`src/rtl/board_pkg.sv`:
```
// Shared types and constants for the board move tracker.
// Imported by the tracker, its interface and the square decoder.
package board_pkg;

  localparam int NUM_SQUARES = 9;
  localparam int SQ_W        = 4;

  typedef enum logic [1:0] {
    ST_PLAY      = 2'd0,
    ST_CHECK     = 2'd1,
    ST_GAME_OVER = 2'd2
  } state_t;

  typedef enum logic [1:0] {
    RES_NONE = 2'b00,
    RES_P1   = 2'b01,
    RES_P2   = 2'b10,
    RES_DRAW = 2'b11
  } result_t;

  typedef logic [NUM_SQUARES:1] board_t;

endpackage

```
`src/rtl/board_move_tracker_if.sv`:
```
// Move request handshake between a move source and the tracker.
// master drives the request, slave answers with ready/ack/err.
interface board_move_tracker_if
  import board_pkg::*;
();

  logic            i_move_valid;
  logic            o_move_ready;
  logic [SQ_W-1:0] i_move_square;
  logic            o_move_ack;
  logic            o_move_err;

  modport master (
    output i_move_valid,
    output i_move_square,
    input  o_move_ready,
    input  o_move_ack,
    input  o_move_err
  );

  modport slave (
    input  i_move_valid,
    input  i_move_square,
    output o_move_ready,
    output o_move_ack,
    output o_move_err
  );

endinterface

```
`src/rtl/board_move_tracker_square_decode.sv`:
```
// Square number 1..9 to one-hot board mask plus a range-legal flag.
// Codes 0 and 10..15 decode to an empty mask and legal = 0.
module square_decode
  import board_pkg::*;
(
  input  logic [SQ_W-1:0] i_square,
  output board_t          o_onehot,
  output logic            o_legal
);

  always_comb begin
    o_onehot = '0;
    for (int i = 1; i <= NUM_SQUARES; i++) begin
      if (i_square == SQ_W'(i)) o_onehot[i] = 1'b1;
    end
  end

  assign o_legal = |o_onehot;

endmodule

```
`src/rtl/board_move_tracker.sv`:
```
// Tic-tac-toe move tracker feeding an external win checker.
// Optional single-level undo: define BOARD_MOVE_TRACKER_UNDO_EN.
module board_move_tracker
  import board_pkg::*;
#(
  parameter int FIRST_PLAYER = 1,
  parameter bit LOCK_ON_END  = 1'b1
) (
  input  logic        i_clk,
  input  logic        i_rst_n,
  input  logic        i_new_game,
`ifdef BOARD_MOVE_TRACKER_UNDO_EN
  input  logic        i_undo,
`endif
  board_move_tracker_if.slave mv_if,
  output logic [9:1]  o_player_1_square_pos,
  output logic [9:1]  o_player_2_square_pos,
  input  logic        i_player_1_win,
  input  logic        i_player_2_win,
  output logic        o_turn,
  output logic        o_game_over,
  output logic [1:0]  o_result,
  output logic [3:0]  o_move_count
);

  localparam logic FIRST_TURN = (FIRST_PLAYER == 2);

  state_t  r_state, nx_state;
  board_t  r_p1, nx_p1;
  board_t  r_p2, nx_p2;
  logic [3:0] r_cnt, nx_cnt;
  result_t r_res, nx_res;
  logic    r_turn, nx_turn;

  board_t  w_sq_oh;
  logic    w_sq_legal;
  logic    w_ready;
  logic    w_hs;
  logic    w_ack;
  logic    w_err;
  logic    w_undo_req;
  logic    w_do_new;
  logic    w_do_undo;
  logic    w_do_check;
  logic    w_do_move;
  logic    w_do_restart;

  square_decode u_mv_dec (
    .i_square (mv_if.i_move_square),
    .o_onehot (w_sq_oh),
    .o_legal  (w_sq_legal)
  );

`ifdef BOARD_MOVE_TRACKER_UNDO_EN
  logic [SQ_W-1:0] r_last_sq, nx_last_sq;
  logic            r_last_p2, nx_last_p2;
  logic            r_undo_ok, nx_undo_ok;
  board_t          w_last_oh;
  logic            w_last_legal;

  square_decode u_undo_dec (
    .i_square (r_last_sq),
    .o_onehot (w_last_oh),
    .o_legal  (w_last_legal)
  );

  assign w_undo_req = i_undo;
`else
  assign w_undo_req = 1'b0;
`endif

  assign w_ready = (r_state == ST_PLAY) ||
                   ((r_state == ST_GAME_OVER) && !LOCK_ON_END);
  assign w_hs    = mv_if.i_move_valid && w_ready;

  // Arms below are mutually exclusive; new_game outranks everything.
  assign w_do_new     = i_new_game;
  assign w_do_undo    = !i_new_game && (r_state == ST_PLAY) &&
                        w_undo_req;
  assign w_do_check   = !i_new_game && (r_state == ST_CHECK);
  assign w_do_move    = !i_new_game && !w_undo_req &&
                        (r_state == ST_PLAY) && w_hs;
  assign w_do_restart = !i_new_game &&
                        (r_state == ST_GAME_OVER) && w_hs;

  always_comb begin
    nx_state = r_state;
    nx_p1    = r_p1;
    nx_p2    = r_p2;
    nx_cnt   = r_cnt;
    nx_res   = r_res;
    nx_turn  = r_turn;
    w_ack    = 1'b0;
    w_err    = 1'b0;
`ifdef BOARD_MOVE_TRACKER_UNDO_EN
    nx_last_sq = r_last_sq;
    nx_last_p2 = r_last_p2;
    nx_undo_ok = r_undo_ok;
`endif
    unique case (1'b1)
      w_do_new: begin
        nx_state = ST_PLAY;
        nx_p1    = '0;
        nx_p2    = '0;
        nx_cnt   = 4'd0;
        nx_res   = RES_NONE;
        nx_turn  = FIRST_TURN;
`ifdef BOARD_MOVE_TRACKER_UNDO_EN
        nx_undo_ok = 1'b0;
`endif
      end
`ifdef BOARD_MOVE_TRACKER_UNDO_EN
      w_do_undo: begin
        if (r_cnt != 4'd0 && r_undo_ok && w_last_legal) begin
          if (r_last_p2) nx_p2 = r_p2 & ~w_last_oh;
          else           nx_p1 = r_p1 & ~w_last_oh;
          nx_cnt     = r_cnt - 4'd1;
          nx_turn    = r_last_p2;
          nx_undo_ok = 1'b0;
          w_ack      = 1'b1;
        end else begin
          w_err = 1'b1;
        end
      end
`endif
      w_do_check: begin
        if (i_player_1_win) begin
          nx_res   = RES_P1;
          nx_state = ST_GAME_OVER;
        end else if (i_player_2_win) begin
          nx_res   = RES_P2;
          nx_state = ST_GAME_OVER;
        end else if (r_cnt == 4'd9) begin
          nx_res   = RES_DRAW;
          nx_state = ST_GAME_OVER;
        end else begin
          nx_state = ST_PLAY;
        end
      end
      w_do_move: begin
        if (w_sq_legal && !(|(w_sq_oh & (r_p1 | r_p2)))) begin
          if (r_turn) nx_p2 = r_p2 | w_sq_oh;
          else        nx_p1 = r_p1 | w_sq_oh;
          nx_cnt   = r_cnt + 4'd1;
          nx_turn  = !r_turn;
          nx_state = ST_CHECK;
          w_ack    = 1'b1;
`ifdef BOARD_MOVE_TRACKER_UNDO_EN
          nx_last_sq = mv_if.i_move_square;
          nx_last_p2 = r_turn;
          nx_undo_ok = 1'b1;
`endif
        end else begin
          w_err = 1'b1;
        end
      end
      w_do_restart: begin
        // Board is wiped, so only the square range matters here.
        if (w_sq_legal) begin
          nx_p1    = FIRST_TURN ? '0 : w_sq_oh;
          nx_p2    = FIRST_TURN ? w_sq_oh : '0;
          nx_cnt   = 4'd1;
          nx_res   = RES_NONE;
          nx_turn  = !FIRST_TURN;
          nx_state = ST_CHECK;
          w_ack    = 1'b1;
`ifdef BOARD_MOVE_TRACKER_UNDO_EN
          nx_last_sq = mv_if.i_move_square;
          nx_last_p2 = FIRST_TURN;
          nx_undo_ok = 1'b1;
`endif
        end else begin
          w_err = 1'b1;
        end
      end
      default: ;
    endcase
  end

  always_ff @(posedge i_clk or negedge i_rst_n) begin
    if (!i_rst_n) begin
      r_state <= ST_PLAY;
      r_p1    <= '0;
      r_p2    <= '0;
      r_cnt   <= 4'd0;
      r_res   <= RES_NONE;
      r_turn  <= FIRST_TURN;
    end else begin
      r_state <= nx_state;
      r_p1    <= nx_p1;
      r_p2    <= nx_p2;
      r_cnt   <= nx_cnt;
      r_res   <= nx_res;
      r_turn  <= nx_turn;
    end
  end

`ifdef BOARD_MOVE_TRACKER_UNDO_EN
  always_ff @(posedge i_clk or negedge i_rst_n) begin
    if (!i_rst_n) begin
      r_last_sq <= '0;
      r_last_p2 <= 1'b0;
      r_undo_ok <= 1'b0;
    end else begin
      r_last_sq <= nx_last_sq;
      r_last_p2 <= nx_last_p2;
      r_undo_ok <= nx_undo_ok;
    end
  end
`endif

  assign mv_if.o_move_ready = w_ready;
  assign mv_if.o_move_ack   = w_ack & i_rst_n;
  assign mv_if.o_move_err   = w_err & i_rst_n;

  assign o_player_1_square_pos = r_p1;
  assign o_player_2_square_pos = r_p2;
  assign o_turn                = r_turn;
  assign o_game_over           = (r_state == ST_GAME_OVER);
  assign o_result              = r_res;
  assign o_move_count          = r_cnt;

`ifndef SYNTHESIS
  a_both_win : assert property (
    @(posedge i_clk) disable iff (!i_rst_n)
    !((r_state == ST_CHECK) && i_player_1_win && i_player_2_win)
  );
`endif

endmodule

```
`src/flat_wrapper.sv`:
```
// flat-port wrapper written by rule: the top's interface ports become plain ports
module board_move_tracker_flat import board_pkg::*;
#(
  parameter int FIRST_PLAYER = 1,
  parameter bit LOCK_ON_END  = 1'b1
)
  (i_clk, i_rst_n, i_new_game, o_player_1_square_pos, o_player_2_square_pos, i_player_1_win, i_player_2_win, o_turn, o_game_over, o_result, o_move_count, mv_if_i_move_valid, mv_if_i_move_square, mv_if_o_move_ready, mv_if_o_move_ack, mv_if_o_move_err);
  board_move_tracker_if mv_if_i ();
  input  logic i_clk;
  input  logic i_rst_n;
  input  logic i_new_game;
  output logic [9:1] o_player_1_square_pos;
  output logic [9:1] o_player_2_square_pos;
  input  logic i_player_1_win;
  input  logic i_player_2_win;
  output logic o_turn;
  output logic o_game_over;
  output logic [1:0] o_result;
  output logic [3:0] o_move_count;
  input wire logic [$bits(mv_if_i.i_move_valid)-1:0] mv_if_i_move_valid;
  input wire logic [$bits(mv_if_i.i_move_square)-1:0] mv_if_i_move_square;
  output wire logic [$bits(mv_if_i.o_move_ready)-1:0] mv_if_o_move_ready;
  output wire logic [$bits(mv_if_i.o_move_ack)-1:0] mv_if_o_move_ack;
  output wire logic [$bits(mv_if_i.o_move_err)-1:0] mv_if_o_move_err;
  assign mv_if_i.i_move_valid = mv_if_i_move_valid;
  assign mv_if_i.i_move_square = mv_if_i_move_square;
  assign mv_if_o_move_ready = mv_if_i.o_move_ready;
  assign mv_if_o_move_ack = mv_if_i.o_move_ack;
  assign mv_if_o_move_err = mv_if_i.o_move_err;
  board_move_tracker #(.FIRST_PLAYER(FIRST_PLAYER), .LOCK_ON_END(LOCK_ON_END)) u_core (.i_clk(i_clk), .i_rst_n(i_rst_n), .i_new_game(i_new_game), .mv_if(mv_if_i), .o_player_1_square_pos(o_player_1_square_pos), .o_player_2_square_pos(o_player_2_square_pos), .i_player_1_win(i_player_1_win), .i_player_2_win(i_player_2_win), .o_turn(o_turn), .o_game_over(o_game_over), .o_result(o_result), .o_move_count(o_move_count));
endmodule
```
`config.mk`:
```
export PLATFORM = sky130hd
export DESIGN_NAME = board_move_tracker_flat
export DESIGN_NICKNAME = d
export VERILOG_FILES = /design/src/rtl/board_pkg.sv /design/src/rtl/board_move_tracker_if.sv /design/src/rtl/board_move_tracker_square_decode.sv /design/src/rtl/board_move_tracker.sv /design/src/flat_wrapper.sv
export SDC_FILE = /design/constraint.sdc
export NUM_CORES = 1
export LEC_CHECK = 0
export CAP_MARGIN = 0
export CORE_AREA = 2 2 64 66
export CTS_CLUSTER_SIZE = 14
export DETAILED_ROUTE_END_ITERATION = 7
export DIE_AREA = 0 0 66 68
export PLACE_DENSITY = 0.66
export SYNTH_ARGS = -nofsm -noshare
export SYNTH_HDL_FRONTEND = slang
export SYNTH_SLANG_ARGS = --single-unit
export TNS_END_PERCENT = 20
```
`constraint.sdc`:
```
create_clock -name i_clk -period 2.2 [get_ports i_clk]
set_input_delay 0.22 -clock i_clk [delete_from_list [all_inputs] [get_ports i_clk]]
set_output_delay 0.22 -clock i_clk [all_outputs]
set_load 0.05 [all_outputs]
```
==> flow_summary.html, run 1 <==
<table>
<tr><th>Metric</th><th>Value</th></tr>
<tr><th colspan="2">Routing</th></tr>
<tr><td>DRC viols</td><td>0</td></tr>
<tr><td>Number of optimization iterations in the first detailed-route pass</td><td>4</td></tr>
<tr><td>Wire length after detailed routing</td><td>4010 um</td></tr>
<tr><td>Iteration-0 DRC count of the detailed router</td><td>68</td></tr>
<tr><td>Via density per instance</td><td>5.28</td></tr>
<tr><td>Via count</td><td>1,358</td></tr>
<tr><td>Detail Route Antenna Nets</td><td>0</td></tr>
<tr><td>Detail-routed net length per standard cell</td><td>15.6 um</td></tr>
<tr><th colspan="2">Yosys</th></tr>
<tr><td>Distinct cell type count of the synthesized netlist</td><td>44</td></tr>
<tr><td>Count of flip-flops with a built-in enable after synthesis</td><td>0</td></tr>
<tr><td>Syn avg cell area</td><td>9.96 um^2</td></tr>
<tr><td>Multiplexer share of the synthesized area</td><td>0.0144</td></tr>
<tr><td>Share of synthesized cell area in full adder, half adder and majority cells</td><td>0.0170</td></tr>
<tr><td>Post-synthesis simple-gate area fraction</td><td>0.211</td></tr>
<tr><td>Most used DFF post-synth</td><td>sky130_fd_sc_hd__dfrtp_1</td></tr>
<tr><td>Share of flip-flops with an asynchronous set or reset</td><td>1.00</td></tr>
<tr><td>Netlist Area Pre-Place</td><td>1470 um^2</td></tr>
<tr><td>Synth Area in Compound Gates</td><td>0.227</td></tr>
<tr><td>Combinational family with the most area after synthesis</td><td>compound AO/OA/AOI/OAI gates</td></tr>
<tr><td>Total of warnings raised by yosys</td><td>0</td></tr>
<tr><td>Synth Area in XOR/XNOR</td><td>0</td></tr>
<tr><td>Number of register bits inferred by synthesis</td><td>27</td></tr>
<tr><td>Share of the yosys chip area belonging to registers</td><td>0.458</td></tr>
<tr><td>Synthesized instance count</td><td>148</td></tr>
<tr><td>Net count after synthesis</td><td>160</td></tr>
<tr><th colspan="2">Critical path</th></tr>
<tr><td>Peak per-stage delay on the critical path</td><td>560 ps</td></tr>
<tr><td>Highest net fanout along the worst path</td><td>6</td></tr>
<tr><td>Critical path class</td><td>input pin to output port</td></tr>
<tr><td>Launching element of the worst setup path</td><td>mv_if_i_move_square[2]</td></tr>
<tr><td>Endpoint of the worst-slack reg-to-reg timing path</td><td>u_core.o_player_1_square_pos[2]</td></tr>
<tr><td>Reg2reg start</td><td>u_core.o_player_2_square_pos[8]</td></tr>
<tr><td>Cell Chain, Critical Path</td><td>clkdlybuf4s50_1 &gt; nor3_1 &gt; or4_1 &gt; o21a_4 &gt; a21oi_2 &gt; buf_6</td></tr>
<tr><td>Crit-path leading delay family</td><td>buffers and inverters</td></tr>
<tr><td>Flop2flop setup slack</td><td>210 ps</td></tr>
<tr><td>Worst r2r path cells</td><td>7</td></tr>
<tr><td>Critical path data arrival time</td><td>1920 ps</td></tr>
<tr><td>Capturing element type of the critical path</td><td>output port</td></tr>
<tr><td>Slowest stage cell, crit path</td><td>sky130_fd_sc_hd__clkdlybuf4s50_1</td></tr>
<tr><td>Bufs and invs on worst path</td><td>2</td></tr>
<tr><td>Kind of start point of the critical path</td><td>input pin</td></tr>
<tr><td>Worst EP required</td><td>1980 ps</td></tr>
<tr><th colspan="2">STA</th></tr>
<tr><td>Worst slew margin relative to its limit</td><td>0.664</td></tr>
<tr><td>Minimum clock period after layout</td><td>2140 ps</td></tr>
<tr><td>Share of the clock period used by the worst path after layout</td><td>0.975</td></tr>
<tr><td>Slew of the pin with the lowest slew margin</td><td>502 ps</td></tr>
<tr><td>Fmax</td><td>466 MHz</td></tr>
<tr><td>Clock skew after layout</td><td>2.19 ps</td></tr>
<tr><td>Final hold violation count</td><td>0</td></tr>
<tr><td>Final worst setup slack</td><td>55.0 ps</td></tr>
<tr><td>Pins Over Slew Limit</td><td>0</td></tr>
<tr><td>Setup Viol. Count Final</td><td>0</td></tr>
<tr><th colspan="2">Die</th></tr>
<tr><td>Num rows</td><td>23</td></tr>
<tr><td>Count of boundary I/O pins</td><td>39</td></tr>
<tr><td>Width of the chip</td><td>66 um</td></tr>
<tr><td>Std-Cell Core Area</td><td>3860 um^2</td></tr>
<tr><td>Die Ht</td><td>68 um</td></tr>
<tr><td>Starting utilization of the core area</td><td>0.382</td></tr>
<tr><td>Die area</td><td>4490 um^2</td></tr>
<tr><th colspan="2">Placed design</th></tr>
<tr><td>Pre-CTS WS</td><td>-151 ps</td></tr>
<tr><td>Cell area after placement</td><td>2050 um^2</td></tr>
<tr><td>Port Buf Inserts</td><td>38</td></tr>
<tr><td>Final weighted congestion of routability-driven global placement</td><td>0.857</td></tr>
<tr><td>Half-perimeter wire length after detailed placement</td><td>3010 um</td></tr>
<tr><th colspan="2">GRT</th></tr>
<tr><td>Pin count of the biggest net entering global routing</td><td>28</td></tr>
<tr><td>Number of global-route vias before repair</td><td>1,422</td></tr>
<tr><td>Total global-route track usage</td><td>0.190</td></tr>
<tr><td>Wire length of the first global-routing pass</td><td>6560 um</td></tr>
<tr><td>Leftover overflow at the end of global routing</td><td>0</td></tr>
<tr><td>Initial antenna violation count</td><td>0</td></tr>
<tr><th colspan="2">CTS</th></tr>
<tr><td>Worst-skew pair later-pin latency</td><td>280 ps</td></tr>
<tr><td>Number of clock buffers inserted by TritonCTS</td><td>3</td></tr>
<tr><td>Root cell of the clock tree</td><td>sky130_fd_sc_hd__clkbuf_8</td></tr>
<tr><td>Number of levels in the clock H-tree</td><td>1</td></tr>
<tr><td>Maximum number of buffers from clock root to sink</td><td>2</td></tr>
<tr><td>Clock sink total</td><td>27</td></tr>
<tr><td>Clock tree from TritonCTS</td><td>done</td></tr>
<tr><td>Clock input transition at the sequential cells of the worst setup and hold paths</td><td>90 ps</td></tr>
<tr><th colspan="2">Min path</th></tr>
<tr><td>Hold Crit Class</td><td>input pin to async pin</td></tr>
<tr><th colspan="2">Flow run</th></tr>
<tr><td>Max-cap violations</td><td>0</td></tr>
<tr><th colspan="2">Power</th></tr>
<tr><td>P per Cell Area</td><td>491 nW/um^2</td></tr>
<tr><td>Reported leakage power</td><td>0.870 nW</td></tr>
<tr><td>Largest voltage drop on the vdd net</td><td>0.274 mV</td></tr>
<tr><th colspan="2">Finish</th></tr>
<tr><td>Fraction of the core area covered by cells at the end of the flow</td><td>0.557</td></tr>
<tr><td>ANT cells</td><td>0</td></tr>
<tr><td>Synth-to-layout area growth</td><td>45.8%</td></tr>
<tr><td>Design area</td><td>2150 um^2</td></tr>
<tr><td>Share of layout cells above drive strength 1</td><td>0.222</td></tr>
<tr><td>Fin nets</td><td>220</td></tr>
<tr><th colspan="2">Run status</th></tr>
<tr><td>Status</td><td>finished, final reports clean</td></tr>
</table>
-- routing by layer --
layer,up-vias,GRT usage,share of wire
met1,662,0.229,0.44
met4,0,0.0408,0.012
met5,-,0,0
li1,652,-,-
met2,40,0.362,0.51
met3,4,0.0247,0.038
-- worst register-to-register path, stage by stage (launching register included) --
cell and delay [ps]:
sky130_fd_sc_hd__dfrtp_1 410, sky130_fd_sc_hd__nor3b_1 200, sky130_fd_sc_hd__o21bai_1 120, sky130_fd_sc_hd__a221oi_2 260
sky130_fd_sc_hd__buf_4 180, sky130_fd_sc_hd__buf_4 150, sky130_fd_sc_hd__nand3_1 220, sky130_fd_sc_hd__o41ai_1 340
-- cell usage after synthesis (3+ instances only) --
library cell | instances | area (um^2)
sky130_fd_sc_hd__a21oi_1 | 6 | 30.0
sky130_fd_sc_hd__clkbuf_1 | 3 | 11.3
sky130_fd_sc_hd__dfrtp_1 | 27 | 676
sky130_fd_sc_hd__inv_1 | 18 | 67.6
sky130_fd_sc_hd__nand2_1 | 7 | 26.3
sky130_fd_sc_hd__nand2b_1 | 9 | 56.3
sky130_fd_sc_hd__nand4_1 | 4 | 25.0
sky130_fd_sc_hd__nor2_1 | 14 | 52.6
sky130_fd_sc_hd__nor2b_1 | 4 | 25.0
sky130_fd_sc_hd__o22ai_1 | 8 | 50.1
sky130_fd_sc_hd__o32ai_1 | 4 | 35.0
sky130_fd_sc_hd__o41ai_1 | 4 | 35.0
-- registers in the layout, summed over array words and instances (netlist names) --
| register | flops |
|---|---|
| u_core.o_result | 2 |
| u_core.o_player_1_square_pos | 9 |
| u_core.o_turn | 1 |
| u_core.r_state | 2 |
| u_core.o_player_2_square_pos | 9 |
| u_core.o_move_count | 4 |
-- where the power goes --
group | internal (mW) | switching [mW] | total [mW]
logic | 0.100 | 0.142 | 0.243
clock network | 0.130 | 0.163 | 0.293
registers | 0.506 | 0.0134 | 0.519
-- cells by family (layout without fill, tap and decap cells) --
family / after synthesis / count (layout)
AO/OA/AOI/OAI: 40 / 40
adder cells (fa/ha/maj): 2 / 2
buffers and inverters: 24 / 83
flip-flops: 27 / 27
multiplexers: 2 / 2
AND/OR/NAND/NOR: 53 / 53
-- what timing repair did --
| item | 4_1_cts | 5_1_grt |
|---|---|---|
| hold buffers | 0 | 0 |
| setup endpoints to repair | 2 | 4 |
| buffers inserted | 1 | 0 |
| cloned | 0 | 0 |
| resized for setup | 7 | 4 |
| pin swaps | 0 | 1 |
-- stage by stage --
stage          power, mW  hold WS, ps  TNS, ps  instances
2_1_floorplan      0.657        -75.6     -124        148
3_3_place_gp       0.757          506     -323        252
3_5_place_dp       0.763          505    -1430        252
4_1_cts             1.06          387        0        257
5_1_grt             1.10          419    -9.90        257
6_report            1.05          382        0        257
-- layout make-up --
class | count | area, um^2
clock buffers | 4 | 45.0
fillers | 370 | 1710
flip-flops and latches | 27 | 676
inverters | 18 | 67.6
repair buffers | 61 | 564
multi-input cells | 97 | 734
well taps | 50 | 62.6
-- cells in the final DEF (no fill, tap or decap), drive strengths merged, types with 2 or more instances in the layout --
cell           count
dlygate4sd2        2
o32ai              6
a21oi              6
nand3              2
nand2              8
o41ai              4
nand4              5
o21bai             2
o22ai              8
nor2b              4
o21ai              2
nor2              14
inv               18
clkbuf             4
nand2b            10
buf               25
nor3b              3
a31o               2
clkdlybuf4s50     33
dfrtp             27
ha                 2
-- worst max path at each step --
stage	endpoint	slack (ps)	cells past startpoint
finish	mv_if_o_move_err	60	6
global route	mv_if_o_move_err	-10	6
CTS	mv_if_o_move_ack	10	8
detailed placement	u_core.o_player_1_square_pos[2]	-150	7
global placement	mv_if_o_move_err	-50	7
floorplan	mv_if_o_move_ack	-120	6
Power figures use the tool's default switching activity.
==> run 2: changes to the inputs <==
Settings changed: CTS_BUF_LIST set to sky130_fd_sc_hd__clkbuf_4 sky130_fd_sc_hd__clkbuf_8, SETUP_SLACK_MARGIN set to 0.2.
==> run 2 against run 1 <==
  * Clock power barely moved
  * Largest cell class unchanged
  * Largest power group unchanged
  * Core utilization is 2.1 points higher
  * Setup slack better by 110 ps
  * Critical path depth unchanged
==> flow_summary.html, run 2 (synthesis gave the netlist of run 1 again) <==
<table>
<tr><th>Metric</th><th>Value</th></tr>
<tr><th colspan="2">Routing</th></tr>
<tr><td>Via count</td><td>1,408</td></tr>
<tr><td>Wire length after detailed routing</td><td>4130 um</td></tr>
<tr><td>Detail-routed net length per standard cell</td><td>15.7 um</td></tr>
<tr><td>Number of optimization iterations in the first detailed-route pass</td><td>4</td></tr>
<tr><td>Via density per instance</td><td>5.35</td></tr>
<tr><td>DRC viols</td><td>0</td></tr>
<tr><td>Detail Route Antenna Nets</td><td>0</td></tr>
<tr><td>Iteration-0 DRC count of the detailed router</td><td>95</td></tr>
<tr><th colspan="2">Finish</th></tr>
<tr><td>Storage element area</td><td>676 um^2</td></tr>
<tr><td>Synth-to-layout area growth</td><td>51.4%</td></tr>
<tr><td>Fraction of the core area covered by cells at the end of the flow</td><td>0.579</td></tr>
<tr><td>Share of layout cells above drive strength 1</td><td>0.263</td></tr>
<tr><td>Leading cell types in the layout, fill and taps excluded</td><td>32 x sky130_fd_sc_hd__clkdlybuf4s50_1, 27 x sky130_fd_sc_hd__buf_4, 27 x sky130_fd_sc_hd__dfrtp_1</td></tr>
<tr><td>Total area of multi-input combinational cells</td><td>764 um^2</td></tr>
<tr><td>Design area</td><td>2230 um^2</td></tr>
<tr><td>Leading cell type in the layout, fill and taps excluded</td><td>sky130_fd_sc_hd__clkdlybuf4s50_1</td></tr>
<tr><td>Final Instance Count excl. Fillers</td><td>263</td></tr>
<tr><td>Fin nets</td><td>226</td></tr>
<tr><td>Final-layout fill cell count</td><td>347</td></tr>
<tr><td>ANT cells</td><td>0</td></tr>
<tr><th colspan="2">Critical path</th></tr>
<tr><td>Critical path class</td><td>input pin to output port</td></tr>
<tr><td>Capturing element type of the critical path</td><td>output port</td></tr>
<tr><td>Worst EP required</td><td>1980 ps</td></tr>
<tr><td>Kind of start point of the critical path</td><td>input pin</td></tr>
<tr><td>Critical path data arrival time</td><td>1820 ps</td></tr>
<tr><td>Highest net fanout along the worst path</td><td>6</td></tr>
<tr><th colspan="2">Power</th></tr>
<tr><td>P per Cell Area</td><td>480 nW/um^2</td></tr>
<tr><td>Largest voltage drop on the vdd net</td><td>0.260 mV</td></tr>
<tr><td>Logic pwr share</td><td>0.242</td></tr>
<tr><td>Share of total power in the clock network</td><td>0.275</td></tr>
<tr><td>Cell internal pwr</td><td>0.756 mW</td></tr>
<tr><td>Switching part of the total power</td><td>0.294</td></tr>
<tr><td>Reported leakage power</td><td>0.911 nW</td></tr>
<tr><td>Flop pwr share</td><td>0.483</td></tr>
<tr><td>Total design power</td><td>1.07 mW</td></tr>
<tr><td>Switching power of the nets</td><td>0.314 mW</td></tr>
<tr><th colspan="2">CTS</th></tr>
<tr><td>Clock sink total</td><td>27</td></tr>
<tr><td>Root cell of the clock tree</td><td>sky130_fd_sc_hd__clkbuf_8</td></tr>
<tr><td>Clock tree from TritonCTS</td><td>done</td></tr>
<tr><td>Maximum number of buffers from clock root to sink</td><td>2</td></tr>
<tr><td>Worst-skew pair later-pin latency</td><td>270 ps</td></tr>
<tr><td>Hold buffer count at cts</td><td>0</td></tr>
<tr><td>Clock input transition at the sequential cells of the worst setup and hold paths</td><td>90 ps</td></tr>
<tr><td>Number of levels in the clock H-tree</td><td>1</td></tr>
<tr><td>Number of clock buffers inserted by TritonCTS</td><td>3</td></tr>
<tr><th colspan="2">Placed design</th></tr>
<tr><td>Port Buf Inserts</td><td>38</td></tr>
<tr><td>Cell area after placement</td><td>2030 um^2</td></tr>
<tr><td>Final weighted congestion of routability-driven global placement</td><td>0.842</td></tr>
<tr><td>Placed insts</td><td>248</td></tr>
<tr><td>Half-perimeter wire length after detailed placement</td><td>3030 um</td></tr>
<tr><td>Pre-CTS WS</td><td>-173 ps</td></tr>
<tr><th colspan="2">STA</th></tr>
<tr><td>Slew of the pin with the lowest slew margin</td><td>503 ps</td></tr>
<tr><td>Share of the clock period used by the worst path after layout</td><td>0.927</td></tr>
<tr><td>Setup repair after global routing missed its margin</td><td>yes</td></tr>
<tr><td>Pins Over Slew Limit</td><td>0</td></tr>
<tr><td>Clock skew after layout</td><td>3.26 ps</td></tr>
<tr><td>Final worst setup slack</td><td>162 ps</td></tr>
<tr><td>Setup Viol. Count Final</td><td>0</td></tr>
<tr><td>Fmax</td><td>491 MHz</td></tr>
<tr><td>Worst slew margin relative to its limit</td><td>0.664</td></tr>
<tr><td>Minimum clock period after layout</td><td>2040 ps</td></tr>
<tr><td>Final hold violation count</td><td>0</td></tr>
<tr><th colspan="2">Die</th></tr>
<tr><td>Num rows</td><td>23</td></tr>
<tr><td>Die area</td><td>4490 um^2</td></tr>
<tr><td>Std-Cell Core Area</td><td>3860 um^2</td></tr>
<tr><td>Starting utilization of the core area</td><td>0.382</td></tr>
<tr><td>Width of the chip</td><td>66 um</td></tr>
<tr><td>Die Ht</td><td>68 um</td></tr>
<tr><td>Count of boundary I/O pins</td><td>39</td></tr>
<tr><th colspan="2">GRT</th></tr>
<tr><td>Number of global-route vias before repair</td><td>1,456</td></tr>
<tr><td>Initial antenna violation count</td><td>0</td></tr>
<tr><td>Pin count of the biggest net entering global routing</td><td>28</td></tr>
<tr><td>Total global-route track usage</td><td>0.197</td></tr>
<tr><td>Leftover overflow at the end of global routing</td><td>0</td></tr>
<tr><td>Wire length of the first global-routing pass</td><td>6800 um</td></tr>
<tr><th colspan="2">Min path</th></tr>
<tr><td>Hold Crit Class</td><td>input pin to async pin</td></tr>
<tr><th colspan="2">Run status</th></tr>
<tr><td>Status</td><td>finished, final reports clean</td></tr>
<tr><th colspan="2">Flow run</th></tr>
<tr><td>Max-cap violations</td><td>0</td></tr>
</table>
-- run 2: metrics by stage --
step / hold slack, ps / setup TNS, ps
final: 407 / 0
after global routing: 427 / 0
after CTS: 431 / 0
after detailed placement: 521 / -1550
after global placement: 513 / -1280
after floorplan: -75.6 / 0
-- run 2: power by group through the flow --
stage                     clock network, mW  registers (mW)  logic [mW]
after floorplan                           0           0.555       0.103
after global placement                    0           0.526       0.229
after detailed placement                  0           0.526       0.234
after CTS                             0.303           0.517       0.253
after global routing                  0.329           0.519       0.279
final                                 0.294           0.517       0.259
-- run 2: metal layers --
layer / wire length (um) / GRT usage
met3: 211 / 0.0329
met1: 1740 / 0.247
met5: 0 / 0
met4: 66 / 0.0791
met2: 2110 / 0.341
-- run 2: final timing paths --
kind	to	slack, ps	cells after the start	from
hold reg to reg	u_core.o_player_1_square_pos[3]	550	2	u_core.o_player_1_square_pos[3]
min in group i_clk	u_core.o_player_1_square_pos[3]	550	2	u_core.o_player_1_square_pos[3]
hold / removal	u_core.o_player_2_square_pos[4]	410	2	i_rst_n
max in group asynchronous	u_core.o_player_1_square_pos[1]	1530	2	i_rst_n
setup / recovery	mv_if_o_move_err	160	6	mv_if_i_move_square[0]
setup reg to reg	u_core.o_player_1_square_pos[3]	220	7	u_core.o_player_1_square_pos[8]
-- run 2: repair_timing --
item,4_1_cts,5_1_grt
setup buffers,7,4
gates resized for setup,16,2
pin swaps,3,4
setup endpoints to repair,10,6
-- run 2: layout make-up --
class,instances,share of cell area
multi-input cells,97,0.343
flip-flops and latches,27,0.303
well taps,50,0.0280
repair buffers,67,0.274
clock buffers,4,0.0219
inverters,18,0.0303
-- run 2: worst max-delay path, cell delays in order --
cell	delay, ps
sky130_fd_sc_hd__dlygate4sd2_1	310
sky130_fd_sc_hd__nand2b_2	230
sky130_fd_sc_hd__or4_1	580
sky130_fd_sc_hd__o21a_4	190
sky130_fd_sc_hd__a21oi_4	120
sky130_fd_sc_hd__buf_6	170
